===== src/rtl/div_seq.sv =====
// Multi-cycle radix-2 restoring divider for MIPS DIV/DIVU in the execute stage.
// Ports: clk, rst (sync, active-high); start/signed_div/flush/opa/opb issue and
// cancel a divide; stall_div holds the pipeline; ready pulses when hi/lo are valid.
// hi = remainder, lo = quotient.
// Optional: define DIV_EARLY_EXIT_EN to finish in one cycle when |opa| < |opb|.
module div_seq #(
    parameter int WIDTH = 32
) (
    input  logic             clk,
    input  logic             rst,
    input  logic             start,
    input  logic             signed_div,
    input  logic             flush,
    input  logic [WIDTH-1:0] opa,
    input  logic [WIDTH-1:0] opb,
    output logic             stall_div,
    output logic             ready,
    output logic [WIDTH-1:0] hi,
    output logic [WIDTH-1:0] lo
);

    localparam int CW = $clog2(WIDTH) + 1;

    typedef enum logic [1:0] {
        S_IDLE,
        S_BUSY,
        S_DONE
    } state_t;

    state_t             r_state;
    logic [CW-1:0]      r_cnt;
    logic [2*WIDTH-1:0] r_rem;
    logic [WIDTH-1:0]   r_div;
    logic               r_qneg;
    logic               r_rneg;
    logic [WIDTH-1:0]   r_hi;
    logic [WIDTH-1:0]   r_lo;
    logic               r_ready;

    logic [WIDTH-1:0]   w_absa;
    logic [WIDTH-1:0]   w_absb;
    logic [WIDTH:0]     w_up;
    logic               w_ge;
    logic [WIDTH-1:0]   w_diff;
    logic [2*WIDTH-1:0] w_rem_nxt;
    logic [WIDTH-1:0]   w_q;
    logic [WIDTH-1:0]   w_r;

    // Magnitudes; the most-negative value maps to 2^(WIDTH-1) unsigned.
    assign w_absa = (signed_div && opa[WIDTH-1]) ? -opa : opa;
    assign w_absb = (signed_div && opb[WIDTH-1]) ? -opb : opb;

    // Shifted upper half needs WIDTH+1 bits: 2*rem+1 can exceed WIDTH bits.
    assign w_up   = r_rem[2*WIDTH-1:WIDTH-1];
    assign w_ge   = (w_up >= {1'b0, r_div});
    // True difference is below the divisor, so WIDTH bits suffice.
    assign w_diff = w_up[WIDTH-1:0] - r_div;

    assign w_rem_nxt = {w_ge ? w_diff : w_up[WIDTH-1:0],
                        r_rem[WIDTH-2:0], w_ge};
    assign w_q = w_rem_nxt[WIDTH-1:0];
    assign w_r = w_rem_nxt[2*WIDTH-1:WIDTH];

    assign stall_div = ((r_state == S_IDLE) && start && !flush)
                     || (r_state == S_BUSY);
    assign ready = r_ready;
    assign hi    = r_hi;
    assign lo    = r_lo;

    always_ff @(posedge clk) begin
        if (rst) begin
            r_state <= S_IDLE;
            r_cnt   <= '0;
            r_rem   <= '0;
            r_div   <= '0;
            r_qneg  <= 1'b0;
            r_rneg  <= 1'b0;
            r_hi    <= '0;
            r_lo    <= '0;
            r_ready <= 1'b0;
        end else begin
            r_ready <= 1'b0;
            case (r_state)
                S_IDLE: begin
                    if (start && !flush) begin
                        r_div  <= w_absb;
                        r_rem  <= {{WIDTH{1'b0}}, w_absa};
                        r_qneg <= signed_div & (opa[WIDTH-1] ^ opb[WIDTH-1]);
                        r_rneg <= signed_div & opa[WIDTH-1];
                        if (opb == '0) begin
                            r_lo    <= '1;
                            r_hi    <= opa;
                            r_ready <= 1'b1;
                            r_state <= S_DONE;
                        end
`ifdef DIV_EARLY_EXIT_EN
                        else if (w_absa < w_absb) begin
                            r_lo    <= '0;
                            r_hi    <= opa;
                            r_ready <= 1'b1;
                            r_state <= S_DONE;
                        end
`endif
                        else begin
                            r_cnt   <= CW'(WIDTH);
                            r_state <= S_BUSY;
                        end
                    end
                end
                S_BUSY: begin
                    if (flush) begin
                        r_state <= S_IDLE;
                    end else begin
                        r_rem <= w_rem_nxt;
                        r_cnt <= r_cnt - CW'(1);
                        if (r_cnt == CW'(1)) begin
                            r_lo    <= r_qneg ? -w_q : w_q;
                            r_hi    <= r_rneg ? -w_r : w_r;
                            r_ready <= 1'b1;
                            r_state <= S_DONE;
                        end
                    end
                end
                S_DONE: begin
                    // Result already committed; start still high must not retrigger.
                    r_state <= S_IDLE;
                end
                default: begin
                    r_state <= S_IDLE;
                end
            endcase
        end
    end

endmodule


===== config.mk =====
export PLATFORM = sky130hd
export DESIGN_NAME = div_seq
export DESIGN_NICKNAME = d
export VERILOG_FILES = /design/src/rtl/div_seq.sv
export SDC_FILE = /design/constraint.sdc
export NUM_CORES = 1
export LEC_CHECK = 0
export CAP_MARGIN = 15
export CELL_PAD_IN_SITES_DETAIL_PLACEMENT = 0
export CELL_PAD_IN_SITES_GLOBAL_PLACEMENT = 2
export CORE_ASPECT_RATIO = 0.5
export CORE_MARGIN = 4
export CORE_UTILIZATION = 34
export CTS_BUF_LIST = sky130_fd_sc_hd__clkbuf_8
export CTS_CLUSTER_DIAMETER = 100
export DETAILED_ROUTE_END_ITERATION = 10
export PLACE_DENSITY_LB_ADDON = 0.1
export SYNTH_ARGS = -nofsm -noshare
export SYNTH_HDL_FRONTEND = slang
export SYNTH_SLANG_ARGS = --single-unit
export TNS_END_PERCENT = 100

===== constraint.sdc =====
create_clock -name clk -period 6.9 [get_ports clk]
set_input_delay 0.69 -clock clk [delete_from_list [all_inputs] [get_ports clk]]
set_output_delay 0.69 -clock clk [all_outputs]
set_load 0.05 [all_outputs]

==> flow_summary.yaml <==
grt:
  grt_max_degree: 91
  overflow: 0
  grt_antenna_before_repair: 0
  first_global_vias: 10900
  grt_pass1_wl_mm: 64.0
  gr-usage-all-layers_pct: 21.2
placement:
  post-dp-hpwl_mm: 31.1
  placed_area_um2: 13400
  gp_congestion: 0.877
  dp.cells: 2103
  port_buffers: 134
clock_tree:
  post_cts_buffers: 0
  ctsHtreeMaxLevel: 4
  cts_tree: "built"
  clkTransAtPathRegs_ps: 100
  cts_resized: 0
  cts.sink_count: 171
  cts-root-buf: "clkbuf_8"
  ctsHoldBuffers: 0
  clockBufferDepth: 2
  clk_latency_ps: 500
  numCtsBuffers: 17
yosys:
  yosysTopAreaCell: "dfxtp_1"
  ys.flop_type: "dfxtp_1"
  synth_seq_cells: 171
  seq_area_frac_synth_pct: 28.9
  synthCells: 1604
  synth.avg_cell_area_um2: 7.38
  ys_warn_count: 0
  synth_cell_types: 72
  synth_top_cells_by_count: "nor2_1, dfxtp_1, nand2_1, a21oi_1, o21ai_0"
  synth_top_area_share_pct: 28.9
  synth.most_common_cell: "nor2_1"
  syn-num-nets: 1712
  ys_async_sr_fraction_pct: 0
  synthTopCellsByArea: "dfxtp_1, nor2_1, xor2_1"
  syn_area_um2: 11800
  synth_edf_count: 0
die:
  num_io_pins: 135
  core_um2: 33700
  die_h_um: 140
  die-area_um2: 38000
  fp.dieW_um: 272
  rows: 47
  initial_core_util_pct: 35.1
detailed_routing:
  vias: 11700
  ant_nets: 0
  drtIter0Drc: 856
  wl_mm: 41.3
  routed_via_density: 5.50
  routedWlPerCell_um: 19.4
  drtPass1Iterations: 5
  drc: 0
power_and_ir_drop:
  leakage_uw: 0.00511
  finalPower_uw: 2500
  ir_drop_mv: 0.0849
  power_density_nw_per_um2: 181
timing:
  fmax_ghz: 0.200
  hold_viol: 0
  worst_slew_pin_slew_ps: 1120
  rsz0062_at_grt: "no"
  finalSetupTns_ps: 0
  fin_skew_ps: 19.8
  fin_crit_sh_pct: 72.3
  max_slew_margin_pct: 25.3
  setup_viol: 0
  drv_slew: 0
  period_needed_ps: 4990
worst_hold_path:
  hp-start: "r_div[31]"
  hold_path_depth: 2
  hold_path.class: "register to register"
  min_to: "r_div[31]"
cells_and_area:
  fin_util_pct: 41.0
  area_growth_pct: 16.7
  design_area_um2: 13800
  final_layout_size_suffix_gt1_share_pct: 4.37
  nets: 1765
  final_cells: 2135
  diodes: 0
run:
  max-cap-violations: 0
worst_setup_path:
  worstPathMaxFanout: 10
  critical_path.startpoint_type: "register"
  cp.arrival_ps: 5410
  path_cells: "ha_1 > nand2_1 > or3_1 > a211oi_1 > a21o_2 > a21o_1 > mux2i_1 > ha_1 > nand2_1 > nor4_1 > nand3_1 > o31a_1 > or2_0 > o311ai_1 > o21ai_1 > o31ai_2"
  worst_path_largest_cell_delay_ps: 490
  critPathSlowestCell: "ha_1"
  worstReg2RegStart: "r_rem[38]"
  regToRegSetupSlack_ps: 1910
  worst-path-buf-inv: 0
  r2r-end: "hi[26]"
  ff2ff_path_depth: 16
  critical_path_class: "register to register"
  critPathTopFamily: "compound AO/OA/AOI/OAI gates"
  required_ps: 7320
  crit_path_end_kind: "register"
outcome:
  status: "finished, final reports clean"
==> cells by family after synthesis <==
logic type	count (synthesis)	synth area share (%)
buffers and inverters	163	5.31
AOI/OAI and AO/OA	504	28.3
and+or+nand+nor	579	22.1
DFF	171	28.9
adders and majority gates	39	4.19
muxes	15	1.31
xor gates and xnor gates	133	9.84
==> flip-flops by register name (all words and copies together), names as in the netlist, 2 cells and up <==
name     flops
hi          32
lo          32
r_cnt        6
r_div       32
r_rem       64
r_state      2
==> final cells by class <==
class	count	area, um2
Tap cell	465	582
Clock inverter	15	150
Inverter	52	195
Clock buffer	17	234
Fill cell	3562	19900
Multi-Input combinational cell	1270	7810
Sequential cell	171	3420
Timing Repair Buffer	145	1420
==> layer usage <==
metal	wire length [um]	track usage [%]
met1	21700	32.8
met2	17300	31.4
met3	2020	3.23
met4	282	3.47
met5	0	0
==> power by group <==
part	internal [uW]	leakage, uW	switching (uW)
Combinational	253	0.00352	467
Sequential	1020	0.00139	40.5
Clock	271	0.000198	449
==> worst reg2reg max path: stages, from the launching register on <==
cell      delay, ps
dfxtp_1         400
ha_1            490
nand2_1         130
or3_1           470
a211oi_1        350
a21o_2          300
a21o_1          300
mux2i_1         340
ha_1            270
nand2_1          80
nor4_1          330
nand3_1         160
o31a_1          330
or2_0           350
o311ai_1        320
o21ai_1         120
o31ai_2         200
==> how the worst max path moves through the flow <==
stage	slack [ps]	to	cells past startpoint	from
after global placement	1900	hi[30]	11	opb[2]
after detailed placement	1810	hi[30]	11	opb[2]
after floorplan	2090	hi[26]	22	r_rem[39]
after global routing	1530	hi[26]	16	r_rem[38]
after CTS	1940	hi[26]	16	r_rem[38]
final	1910	hi[26]	16	r_rem[38]
==> metrics by stage <==
step                setup slack (ps)  hold slack [ps]
detailed placement              1810              456
global route                    1530              495
global placement                1900              455
finish                          1910              465
CTS                             1940              469
floorplan                       2090              432
==> layout by cell type, fill, tap and decap left out, types with 7 or more instances in the layout <==
master           instances
nor4_1                  18
o31ai_1                 31
clkbuf_8                17
nand3_1                 39
nor2_1                 213
a22oi_1                 30
dfxtp_1                171
or4_1                   11
a21oi_1                123
and2_1                  10
o41ai_1                 13
xor2_1                  84
mux2i_1                 11
xnor2_1                 49
o21ai_0                 99
a21o_1                  18
or3_1                   25
inv_1                   53
clkdlybuf4s50_1        133
a211oi_1                63
a31oi_1                 21
ha_1                    38
o211ai_1                18
inv_8                    7
o21a_1                   9
nand4_1                 14
o21ai_1                  8
buf_4                   12
a311oi_1                28
nand2_1                170
nor3_1                  38
Power figures use the tool's default switching activity.
